--- config.mk ---
export PLATFORM = sky130hd
export DESIGN_NAME = seq_shift_unit
export DESIGN_NICKNAME = d
export VERILOG_FILES = /design/src/rtl/seq_shift_unit.sv
export SDC_FILE = /design/constraint.sdc
export NUM_CORES = 1
export LEC_CHECK = 0
export ABC_CLOCK_PERIOD_IN_PS = 7800
export CAP_MARGIN = 20
export CORE_ASPECT_RATIO = 1.25
export CORE_UTILIZATION = 40
export DETAILED_ROUTE_END_ITERATION = 8
export DONT_BUFFER_PORTS = 1
export GPL_TIMING_DRIVEN = 1
export HOLD_SLACK_MARGIN = 0.12
export MAX_ROUTING_LAYER = met4
export PLACE_DENSITY = 0.54
export SYNTH_ARGS = -nofsm -noshare
export SYNTH_HDL_FRONTEND = slang
export SYNTH_SLANG_ARGS = --single-unit
--- constraint.sdc ---
create_clock -name clk -period 7.8 [get_ports clk]
set_clock_uncertainty 0.15 [all_clocks]
set_input_delay 1.56 -clock clk [delete_from_list [all_inputs] [get_ports clk]]
set_output_delay 1.56 -clock clk [all_outputs]
set_load 0.01 [all_outputs]
--- src/rtl/seq_shift_unit.sv ---
// Multi-cycle shifter: SLL/SRL/SRA/ROL by a runtime amount, STEP bit positions per cycle,
// valid/ready handshake on both sides.
//   state | meaning
//   IDLE  | ready for a request; latches operand, amount and op on in_valid
//   SHIFT | shifting by min(STEP, remaining) each edge
//   DONE  | result presented until out_ready
module seq_shift_unit #(
  parameter int WIDTH   = 32,
  parameter int SHAMT_W = 5,
  parameter int STEP    = 1
) (
  input  logic               clk,
  input  logic               reset_n,
  input  logic               in_valid,
  output logic               in_ready,
  input  logic [WIDTH-1:0]   in_data,
  input  logic [SHAMT_W-1:0] in_shamt,
  input  logic [1:0]         in_op,
  output logic               out_valid,
  input  logic               out_ready,
  output logic [WIDTH-1:0]   out_data,
  output logic               out_carry,
  output logic               out_zero
);

  typedef enum logic [1:0] {IDLE, SHIFT, DONE} state_t;

  localparam logic [1:0] OP_SLL = 2'b00;
  localparam logic [1:0] OP_SRL = 2'b01;
  localparam logic [1:0] OP_SRA = 2'b10;

  localparam logic [SHAMT_W-1:0] STEP_S  = SHAMT_W'(STEP);
  localparam logic [SHAMT_W:0]   WIDTH_X = (SHAMT_W+1)'(WIDTH);

  state_t             state_q, state_d;
  logic [WIDTH-1:0]   data_q, data_d;
  logic [SHAMT_W-1:0] rem_q, rem_d;
  logic [1:0]         op_q, op_d;
  logic               sign_q, sign_d;
  logic               carry_q, carry_d;

  logic [SHAMT_W-1:0] k;
  logic [SHAMT_W:0]   wk;
  logic [WIDTH-1:0]   sll_v, srl_v, sra_v, rol_v, hi_out, lo_out;
  logic [WIDTH:0]     sra_x;

  // Per-step shift datapath; k is only meaningful (>=1) while in SHIFT.
  always_comb begin
    k      = (rem_q < STEP_S) ? rem_q : STEP_S;
    wk     = WIDTH_X - {1'b0, k};
    sll_v  = data_q << k;
    srl_v  = data_q >> k;
    sra_x  = $signed({sign_q, data_q}) >>> k;
    sra_v  = sra_x[WIDTH-1:0];
    rol_v  = (data_q << k) | (data_q >> wk);
    hi_out = data_q >> wk;
    lo_out = data_q >> (k - 1'b1);
  end

  always_comb begin
    state_d = state_q;
    data_d  = data_q;
    rem_d   = rem_q;
    op_d    = op_q;
    sign_d  = sign_q;
    carry_d = carry_q;
    case (state_q)
      IDLE: begin
        if (in_valid) begin
          data_d  = in_data;
          rem_d   = in_shamt;
          op_d    = in_op;
          sign_d  = in_data[WIDTH-1];
          carry_d = 1'b0;
          state_d = (in_shamt == '0) ? DONE : SHIFT;
        end
      end
      SHIFT: begin
        case (op_q)
          OP_SLL: begin
            data_d  = sll_v;
            carry_d = hi_out[0];
          end
          OP_SRL: begin
            data_d  = srl_v;
            carry_d = lo_out[0];
          end
          OP_SRA: begin
            data_d  = sra_v;
            carry_d = lo_out[0];
          end
          default: begin
            data_d  = rol_v;
            carry_d = rol_v[0];
          end
        endcase
        rem_d = rem_q - k;
        if (rem_q <= STEP_S) state_d = DONE;
      end
      DONE: begin
        if (out_ready) state_d = IDLE;
      end
      default: state_d = IDLE;
    endcase
  end

  always_ff @(posedge clk or negedge reset_n) begin
    if (!reset_n) begin
      state_q <= IDLE;
      data_q  <= '0;
      rem_q   <= '0;
      op_q    <= 2'b00;
      sign_q  <= 1'b0;
      carry_q <= 1'b0;
    end else begin
      state_q <= state_d;
      data_q  <= data_d;
      rem_q   <= rem_d;
      op_q    <= op_d;
      sign_q  <= sign_d;
      carry_q <= carry_d;
    end
  end

  assign in_ready  = (state_q == IDLE);
  assign out_valid = (state_q == DONE);
  assign out_data  = data_q;
  assign out_carry = carry_q;
  assign out_zero  = (data_q == '0);

endmodule

==> flow_metrics.py, run 1 <==
metrics = {
    "power_and_ir_drop": {
        "static_leakage_uw": 0.00120,
        "power_density_of_the_placed_cells_nw_per_um2": 499,
        "worst_ir_drop_on_vdd_mv": 0.210,
    },
    "grt": {
        "grt_pass1_vias": 2982,
        "global_route.overflow_total": 0,
        "global_route.usage.total_pct": 28.1,
        "grt_antenna_before_repair": 0,
        "grt_max_degree": 45,
        "wire_length_of_the_first_global_routing_pass_um": 16900,
    },
    "drt": {
        "antenna_left": 0,
        "route.detailed.wl_per_inst_um": 23.9,
        "postRouteWirelength_um": 11000,
        "drt_iter0_markers": 293,
        "via_per_inst": 6.88,
        "drt_pre_antenna_iters": 7,
        "post-route-drc-count": 0,
        "vias_post_dr": 3172,
    },
    "synthesis": {
        "async_flop_share_pct": 100,
        "synth_top_area_share_pct": 33.8,
        "instance_count_of_the_mapped_netlist": 386,
        "synth.avg_cell_area_um2": 8.26,
        "synth.largest_area_cell": "sky130_fd_sc_hd__dfrtp_1",
        "synth_enable_flop_cells": 0,
        "synthesized_flop_and_latch_total": 43,
        "ys.flop_type": "sky130_fd_sc_hd__dfrtp_1",
        "syn_nets": 435,
        "synth.yosys.warnings": 0,
        "yosysUniqueCellTypes": 55,
        "synth_area_um2": 3190,
        "synth_top_cells_by_area": "sky130_fd_sc_hd__dfrtp_1 34%, sky130_fd_sc_hd__nor2_1 5.1%, sky130_fd_sc_hd__o21ai_0 5.0%",
        "synth_sequential_area_ratio_pct": 33.8,
    },
    "finish": {
        "num_antenna_cells": 0,
        "post_route_cells_drive_above_1_share_pct": 8.47,
        "final_cells": 461,
        "num-nets-final": 414,
        "flow.area_growth_from_synthesis_pct": 4.63,
    },
    "min_path": {
        "worst_hold_path_cell_count": 2,
        "whs_endpoint": "sign_q",
        "min_path_type": "reg -> reg",
        "hold_path.startpoint": "sign_q",
    },
    "clock_network": {
        "cts.sink_count": 43,
        "clock_tree_root_buffer_cell": "sky130_fd_sc_hd__clkbuf_8",
        "post_cts_resized": 0,
        "insertion_delay_ns": 0.31,
        "cts_post_setup_buffers_inserted": 0,
        "cts_tree": "yes",
        "ctsHoldBuffers": 0,
        "clock_tree.htree_level_count": 2,
        "number_of_buffers_on_the_longest_clock_path": 2,
        "cts_made_buffers": 5,
        "cts.reportedPaths.clkPinSlew_ns": 0.09,
    },
    "die": {
        "ioPinCount": 79,
        "design.die.area_um2": 8330,
        "design.core.area_um2": 7750,
        "placement_rows": 36,
        "floorplan.initialDensity_pct": 41.1,
        "die-width_um": 81.9,
        "chipHeight_um": 102,
    },
    "setup_path": {
        "critPathLaunchType": "flop",
        "worst-endpoint-arrival_ns": 4.05,
        "r2r.worst_path.cells": 8,
        "critPathKind": "reg -> reg",
        "worstPathRequired_ns": 7.85,
        "critical_path_peak_fanout": 18,
        "worst_setup_path_end_kind": "flop",
        "reg2reg_to": "out_data[17]",
        "worstReg2RegStart": "rem_q[0]",
        "rrSetupSlack_ns": 3.79,
    },
    "sta": {
        "worstMarginPinSlew_ns": 0.873,
        "drv_slew": 0,
        "time_the_final_worst_path_needs_with_i_o_delays_and_setup_ns": 4.01,
        "hold_violations": 0,
        "final.period_utilization_pct": 51.4,
        "worst_slew_margin_rel_pct": 41.8,
        "setup-violations-final": 0,
        "max_freq_mhz": 250,
        "setup_tns_ns": 0,
        "unrepaired_setup_endpoints_after_global_routing": "false",
    },
    "flow_run": {
        "maxCapViolations": 0,
    },
    "placed_design": {
        "placement.io_buffers": 0,
        "place_hpwl_um": 7480,
        "placed_instances": 451,
        "place_congestion": 0.930,
    },
    "run_status": {
        "status": "completed",
    },
}
## logic make-up after synthesis
| logic type | share of synthesized area, % |
|---|---|
| AO/OA/AOI/OAI | 34.3 |
| adder cells (fa/ha/maj) | 2.35 |
| buffers and inverters | 5.38 |
| flip-flops | 33.8 |
| multiplexers | 1.37 |
| other | 0.118 |
| AND/OR/NAND/NOR | 22.8 |
## sequential cells by signal (all words and copies together), names as in the netlist
name and flops:
state_q 2, sign_q 1, rem_q 5, out_data 32, op_q 2, out_carry 1
## worst max-delay path by stage
stage,startpoint,end,slack [ns],depth (start not counted)
after floorplan,rem_q[3],out_data[14],4.76,12
after global placement,rem_q[0],out_data[18],4.11,8
after detailed placement,rem_q[0],out_data[9],3.95,8
after CTS,rem_q[0],out_data[9],3.89,8
after global routing,rem_q[0],out_data[11],3.55,8
final,rem_q[0],out_data[17],3.79,8
## cell usage in the layout, fill, tap and decap left out, types with 10 or more instances in the layout
master,n
sky130_fd_sc_hd__nor2_1,43
sky130_fd_sc_hd__dfrtp_1,43
sky130_fd_sc_hd__o21ai_0,32
sky130_fd_sc_hd__nand2_1,27
sky130_fd_sc_hd__a21oi_1,24
sky130_fd_sc_hd__a31oi_1,11
sky130_fd_sc_hd__nand3_1,11
sky130_fd_sc_hd__a222oi_1,11
sky130_fd_sc_hd__nor4_1,10
## layer usage
metal	GRT usage, %	up-vias	part of all wire [%]
met4	11.5	0	2.5
met1	35.3	1558	40
met2	44.2	139	49
met3	5.00	19	7.9
li1	-	1456	-
met5	-	-	0
## metrics by stage
stage	instance area, um^2	util [%]	setup slack, ns	hold WS [ns]	total power, uW
2_1_floorplan	3190	-	4.76	0.296	1200
3_3_place_gp	3200	41.3	4.11	0.324	1440
3_5_place_dp	3200	41.3	3.95	0.341	1460
4_1_cts	3320	42.9	3.89	0.361	1650
5_1_grt	3340	43.1	3.55	0.386	1780
6_report	3340	43.1	3.79	0.354	1660
## where the power goes
group	leakage [uW]	switching, uW	internal [uW]
clock	0.0000612	87.4	104
combinational	0.000625	459	364
sequential	0.000514	310	340
total	0.00120	856	808
## cell usage after synthesis (2+ instances only)
library cell / count
sky130_fd_sc_hd__a21oi_1: 24
sky130_fd_sc_hd__a221oi_1: 7
sky130_fd_sc_hd__a222oi_1: 11
sky130_fd_sc_hd__buf_2: 5
sky130_fd_sc_hd__or4_1: 2
sky130_fd_sc_hd__nand2b_1: 5
sky130_fd_sc_hd__o22a_1: 6
sky130_fd_sc_hd__a31oi_1: 11
sky130_fd_sc_hd__nor3b_1: 3
sky130_fd_sc_hd__nor4_1: 10
sky130_fd_sc_hd__o311ai_0: 6
sky130_fd_sc_hd__inv_1: 9
sky130_fd_sc_hd__clkbuf_1: 25
sky130_fd_sc_hd__nand3_1: 11
sky130_fd_sc_hd__o21bai_1: 2
sky130_fd_sc_hd__nor3b_2: 7
sky130_fd_sc_hd__a221o_1: 9
sky130_fd_sc_hd__a22o_1: 2
sky130_fd_sc_hd__dfrtp_1: 43
sky130_fd_sc_hd__o31ai_1: 3
sky130_fd_sc_hd__o211ai_1: 2
sky130_fd_sc_hd__nor2b_1: 6
sky130_fd_sc_hd__nand3b_1: 8
sky130_fd_sc_hd__a21boi_0: 2
sky130_fd_sc_hd__mux2_2: 3
sky130_fd_sc_hd__a22oi_1: 5
sky130_fd_sc_hd__o31a_1: 4
sky130_fd_sc_hd__ha_1: 6
sky130_fd_sc_hd__o21ai_0: 32
sky130_fd_sc_hd__nand4_1: 3
sky130_fd_sc_hd__nor2_1: 43
sky130_fd_sc_hd__a211o_1: 2
sky130_fd_sc_hd__o21a_1: 4
sky130_fd_sc_hd__nor3_1: 5
sky130_fd_sc_hd__o2bb2ai_1: 2
sky130_fd_sc_hd__or3_1: 2
sky130_fd_sc_hd__nand2_1: 27
sky130_fd_sc_hd__buf_1: 3
sky130_fd_sc_hd__o221ai_1: 2
sky130_fd_sc_hd__o22ai_1: 9
## critical path, cell delays in order, from the launching register on
cell and delay, ns:
sky130_fd_sc_hd__dfrtp_1 0.57, sky130_fd_sc_hd__inv_1 0.45, sky130_fd_sc_hd__nand2_1 0.42, sky130_fd_sc_hd__inv_1 0.49, sky130_fd_sc_hd__ha_1 0.40, sky130_fd_sc_hd__and2_1 0.63
sky130_fd_sc_hd__a222oi_1 0.27, sky130_fd_sc_hd__o21a_1 0.21, sky130_fd_sc_hd__o311ai_0 0.30
## area by class of cell
class                      instances  area [um^2]
sequential                        43         1080
timing repair buffer               6         45.0
multi-input combinational        300         1940
clock inverter                     2         35.0
inverter                           9         33.8
fill                             807         4410
clock buffer                       6         82.6
tap                               95          119
Power figures use the tool's default switching activity.
==> run 2: changes to the inputs <==
--- a/config.mk
+++ b/config.mk
@@ -5,7 +5,7 @@
 export SDC_FILE = /design/constraint.sdc
 export NUM_CORES = 1
 export LEC_CHECK = 0
-export ABC_CLOCK_PERIOD_IN_PS = 7800
+export ABC_CLOCK_PERIOD_IN_PS = 4000
 export CAP_MARGIN = 20
 export CORE_ASPECT_RATIO = 1.25
 export CORE_UTILIZATION = 40
==> constraint.sdc (replaced) <==
create_clock -name clk -period 4 [get_ports clk]
set_clock_uncertainty 0.15 [all_clocks]
set_input_delay 0.8 -clock clk [delete_from_list [all_inputs] [get_ports clk]]
set_output_delay 0.8 -clock clk [all_outputs]
set_load 0.01 [all_outputs]
==> run 2 against run 1 <==
Effect of this change: register-to-register slack lost 3.0 ns; core utilization grew 0.065 points; worst setup slack lost 3.0 ns; critical path depth is the same; combinational power grew 98%; first-iteration DRC count shrank 2.7%; maximum frequency grew 24%; global-route usage shrank 0.25 points; final cell count grew 0.43%; clock-buffer cell count is the same.
==> flow_metrics.py, run 2 (synthesis gave the netlist of run 1 again) <==
metrics = {
    "die": {
        "design.core.area_um2": 7750,
        "design.die.area_um2": 8330,
        "die-width_um": 81.9,
        "floorplan.initialDensity_pct": 41.1,
        "ioPinCount": 79,
        "chipHeight_um": 102,
        "placement_rows": 36,
    },
    "finish": {
        "post_route_cells_drive_above_1_share_pct": 8.70,
        "num-nets-final": 418,
        "most-common-layout-cells": "43 x sky130_fd_sc_hd__nor2_1, 43 x sky130_fd_sc_hd__dfrtp_1, 32 x sky130_fd_sc_hd__o21ai_0",
        "largest_register_ff_count": 32,
        "num_antenna_cells": 0,
        "flow.area_growth_from_synthesis_pct": 4.79,
        "final_design_area_no_fill_um2": 3340,
    },
    "drt": {
        "drt_pre_antenna_iters": 9,
        "via_per_inst": 6.88,
        "post-route-drc-count": 0,
        "drt_iter0_markers": 285,
        "vias_post_dr": 3187,
        "postRouteWirelength_um": 10900,
        "antenna_left": 0,
        "route.detailed.wl_per_inst_um": 23.5,
    },
    "sta": {
        "time_the_final_worst_path_needs_with_i_o_delays_and_setup_ns": 3.22,
        "final.period_utilization_pct": 80.5,
        "hold_violations": 0,
        "unrepaired_setup_endpoints_after_global_routing": "false",
        "max_freq_mhz": 311,
        "worstMarginPinSlew_ns": 0.902,
        "drv_slew": 0,
        "setup-violations-final": 0,
        "worst_slew_margin_rel_pct": 39.9,
        "timing.hold.ws_ns": 0.181,
        "setup_tns_ns": 0,
    },
    "setup_path": {
        "worstPathRequired_ns": 4.03,
        "critPathLaunchType": "flop",
        "r2r.worst_path.cells": 8,
        "timing.critical_path.to": "out_data[17]",
        "critPathKind": "reg -> reg",
        "reg2reg_to": "out_data[17]",
        "worst_setup_path_startpoint": "rem_q[0]",
        "worstReg2RegStart": "rem_q[0]",
        "worst-endpoint-arrival_ns": 3.25,
        "critical_path_peak_fanout": 18,
        "rrSetupSlack_ns": 0.78,
        "worst_setup_path_end_kind": "flop",
    },
    "placed_design": {
        "place_congestion": 0.850,
        "dpl-instance-area_um2": 3230,
        "placement.io_buffers": 0,
        "place_hpwl_um": 7560,
    },
    "clock_network": {
        "cts_tree": "yes",
        "number_of_buffers_on_the_longest_clock_path": 2,
        "clock_tree.htree_level_count": 2,
        "cts.reportedPaths.clkPinSlew_ns": 0.09,
        "cts.sink_count": 43,
        "cts_made_buffers": 5,
        "cts_post_setup_buffers_inserted": 0,
        "clock_tree_root_buffer_cell": "sky130_fd_sc_hd__clkbuf_8",
        "insertion_delay_ns": 0.30,
    },
    "grt": {
        "global_route.usage.total_pct": 27.9,
        "grt_antenna_before_repair": 0,
        "grt_pass1_vias": 3008,
        "global_route.overflow_total": 0,
        "wire_length_of_the_first_global_routing_pass_um": 16800,
        "grt_max_degree": 45,
    },
    "min_path": {
        "min_path_type": "in -> async",
    },
    "power_and_ir_drop": {
        "static_leakage_uw": 0.00120,
        "worst_ir_drop_on_vdd_mv": 0.345,
        "power_density_of_the_placed_cells_nw_per_um2": 943,
    },
    "flow_run": {
        "maxCapViolations": 0,
    },
    "run_status": {
        "status": "completed",
    },
}
[run 2: repair_timing]
item	in CTS	in global routing
hold buffers	1	0
resized for setup	0	0
hold endpoints to repair	43	0
[run 2: worst min-delay path by stage]
stage | from | to | slack [ns] | depth (start not counted)
4_1_cts | reset_n | out_data[0] | 0.20 | 1
6_report | reset_n | out_data[17] | 0.18 | 1
5_1_grt | reset_n | out_data[17] | 0.19 | 1
2_1_floorplan | sign_q | sign_q | 0.30 | 2
3_5_place_dp | sign_q | sign_q | 0.33 | 2
3_3_place_gp | sign_q | sign_q | 0.32 | 2
[run 2: area by class of cell]
class,instances,area (um^2)
Sequential cell,43,1080
Tap cell,95,119
Fill cell,793,4410
Clock buffer,6,72.6
Timing Repair Buffer,10,95.1
Multi-Input combinational cell,300,1940
Inverter,9,33.8
[run 2: layer usage]
layer / vias to the layer above / global-route usage (%) / share of wire [%]
met5: - / - / 0
met4: 0 / 9.04 / 2.2
met3: 21 / 5.00 / 7.6
met2: 137 / 43.5 / 48
met1: 1568 / 36.3 / 42
li1: 1461 / - / -
[run 2: stage by stage]
stage               cells  util (%)  setup WS, ns  power [uW]
finish                463      43.1         0.781        3150
CTS                   462      43.0         0.831        3140
detailed placement    455      41.7         0.857        2860
global placement      455      41.7          1.01        2830
floorplan             386         -         0.964        2350
global route          463      43.1         0.472        3410
[run 2: worst max-delay path, stage by stage (launching register included)]
cell	delay [ns]
sky130_fd_sc_hd__dfrtp_1	0.57
sky130_fd_sc_hd__inv_1	0.44
sky130_fd_sc_hd__nand2_1	0.14
sky130_fd_sc_hd__inv_1	0.10
sky130_fd_sc_hd__ha_1	0.34
sky130_fd_sc_hd__and2_1	0.62
sky130_fd_sc_hd__a222oi_1	0.24
sky130_fd_sc_hd__o21a_1	0.21
sky130_fd_sc_hd__o311ai_0	0.30
[run 2: power breakdown]
group	total, uW	internal, uW	switching, uW
clock network	264	117	147
registers	1260	663	597
logic	1630	723	903
total	3150	1500	1650
==> run 3: changes to the inputs <==
--- a/config.mk
+++ b/config.mk
@@ -5,7 +5,7 @@
 export SDC_FILE = /design/constraint.sdc
 export NUM_CORES = 1
 export LEC_CHECK = 0
-export ABC_CLOCK_PERIOD_IN_PS = 4000
+export ABC_CLOCK_PERIOD_IN_PS = 3200
 export CAP_MARGIN = 20
 export CORE_ASPECT_RATIO = 1.25
 export CORE_UTILIZATION = 40
==> constraint.sdc (replaced) <==
create_clock -name clk -period 3.2 [get_ports clk]
set_clock_uncertainty 0.15 [all_clocks]
set_input_delay 0.64 -clock clk [delete_from_list [all_inputs] [get_ports clk]]
set_output_delay 0.64 -clock clk [all_outputs]
set_load 0.01 [all_outputs]
==> run 3 against run 2 <==
Effect of this change: combinational power rose by 31%; sequential power rose by 21%; wire length rose by 2.8%; via count rose by 0.91%; global-route usage rose by 1.4 points; critical endpoint is now out_data[1]; highest routed layer unchanged.
==> flow_metrics.py, run 3 (synthesis gave the netlist of run 1 again) <==
metrics = {
    "drt": {
        "antenna_left": 0,
        "via_per_inst": 6.84,
        "post-route-drc-count": 0,
        "postRouteWirelength_um": 11200,
        "drt_pre_antenna_iters": 7,
        "drt_iter0_markers": 298,
        "route.detailed.wl_per_inst_um": 23.8,
        "vias_post_dr": 3216,
    },
    "placed_design": {
        "place_congestion": 0.907,
        "place_hpwl_um": 7680,
        "placement.io_buffers": 0,
    },
    "power_and_ir_drop": {
        "static_leakage_uw": 0.00124,
        "power_density_of_the_placed_cells_nw_per_um2": 1180,
        "worst_ir_drop_on_vdd_mv": 0.476,
    },
    "finish": {
        "post_route_cells_drive_above_1_share_pct": 10.1,
        "largest_register_ff_count": 32,
        "layout.area.seq_um2": 1080,
        "nFillCells": 794,
        "num-nets-final": 425,
        "most-common-layout-cells": "43 x sky130_fd_sc_hd__nor2_1, 43 x sky130_fd_sc_hd__dfrtp_1, 32 x sky130_fd_sc_hd__o21ai_0",
        "multiInputGateArea_um2": 1940,
        "flow.area_growth_from_synthesis_pct": 6.52,
        "num_antenna_cells": 0,
    },
    "setup_path": {
        "worstReg2RegStart": "rem_q[2]",
        "r2r.worst_path.cells": 4,
        "critPathKind": "reg -> reg",
        "timing.critical_path.depth": 4,
        "timing.critical_path.slowest_stage_cell": "sky130_fd_sc_hd__or4_1",
        "cp_num_buf_inv": 0,
        "reg2reg_to": "out_data[1]",
        "critical_path_peak_fanout": 15,
        "critPathLaunchType": "flop",
        "timing.critical_path.to": "out_data[1]",
        "worst_setup_path_startpoint": "rem_q[2]",
        "worst-endpoint-arrival_ns": 2.75,
        "rrSetupSlack_ns": 0.54,
        "critPathMaxStageDelay_ns": 0.82,
        "worstPathRequired_ns": 3.29,
        "worst_setup_path_end_kind": "flop",
        "cpLargestDelayFamily": "simple AND/OR/NAND/NOR gates",
        "crit_path_cell_trace": "or4_1 > nor3_2 > a221oi_1 > nor3_1",
    },
    "die": {
        "placement_rows": 36,
        "design.die.area_um2": 8330,
        "chipHeight_um": 102,
        "die-width_um": 81.9,
        "design.core.area_um2": 7750,
        "ioPinCount": 79,
        "floorplan.initialDensity_pct": 41.1,
    },
    "grt": {
        "global_route.usage.total_pct": 29.3,
        "wire_length_of_the_first_global_routing_pass_um": 17300,
        "grt_pass1_vias": 3068,
        "grt_antenna_before_repair": 0,
        "grt_max_degree": 44,
        "global_route.overflow_total": 0,
    },
    "clock_network": {
        "clock_tree_root_buffer_cell": "sky130_fd_sc_hd__clkbuf_8",
        "cts.sink_count": 43,
        "number_of_buffers_on_the_longest_clock_path": 2,
        "insertion_delay_ns": 0.31,
        "cts_made_buffers": 5,
        "cts_tree": "yes",
        "cts.reportedPaths.clkPinSlew_ns": 0.09,
        "clock_tree.htree_level_count": 2,
    },
    "sta": {
        "max_freq_mhz": 376,
        "time_the_final_worst_path_needs_with_i_o_delays_and_setup_ns": 2.66,
        "timing.hold.ws_ns": 0.278,
        "hold_violations": 0,
        "worst_slew_margin_rel_pct": 47.1,
        "worstMarginPinSlew_ns": 0.789,
        "setup_tns_ns": 0,
        "unrepaired_setup_endpoints_after_global_routing": "false",
        "drv_slew": 0,
        "final.period_utilization_pct": 83.2,
        "setup-violations-final": 0,
    },
    "flow_run": {
        "maxCapViolations": 0,
    },
    "min_path": {
        "hold_path.startpoint": "in_data[31]",
        "min_path_type": "in -> reg",
    },
    "run_status": {
        "status": "completed",
    },
}
[run 3: cell count changes in the layout (fill, tap and decap cells not counted), sizes merged]
cell | previous run | this run
buf | 10 | 16
dlygate4sd3 | 0 | 1
[run 3: how the worst min path moves through the flow]
stage / to / slack, ns / cells past startpoint
3_3_place_gp: sign_q / 0.20 / 0
4_1_cts: sign_q / 0.28 / 2
2_1_floorplan: op_q[0] / 0.19 / 0
5_1_grt: sign_q / 0.29 / 2
6_report: sign_q / 0.28 / 2
3_5_place_dp: op_q[1] / 0.20 / 0
[run 3: metrics by stage]
stage               worst slack, ns  power, uW  utilization [%]  std cells  cell area (um^2)
global placement              0.652       3590             42.4        462              3290
detailed placement            0.579       3610             42.4        462              3290
CTS                           0.615       3990             43.8        470              3400
floorplan                     0.164       2930                -        386              3190
global route                  0.304       4310             43.8        470              3400
finish                        0.537       4000             43.8        470              3400
[run 3: layout make-up]
cell class | instances | share of cell area [%]
sequential | 43 | 31.7
inverter | 9 | 0.995
timing repair buffer | 17 | 4.42
multi-input combinational | 300 | 57.3
clock buffer | 6 | 2.14
tap | 95 | 3.50
[run 3: timing repair]
| action | CTS | global route |
|---|---|---|
| resized for setup | 0 | 0 |
| setup endpoints to repair | 0 | 0 |
| hold buffers | 2 | 0 |
| endpoints found under the hold margin | 43 | 0 |
| buffers inserted | 0 | 0 |
[run 3: metal layers]
metal	up-vias	part of all wire [%]	track usage [%]	wire (um)
met2	152	48	45.4	5330
met5	-	0	-	0
met3	28	8.1	6.34	910
met1	1557	41	36.4	4620
li1	1479	-	-	-
met4	0	2.8	12.3	316
[run 3: power by group]
group          internal, uW  switching (uW)
Clock                   146             204
Combinational           933            1200
Sequential              830             687
Total                  1910            2090
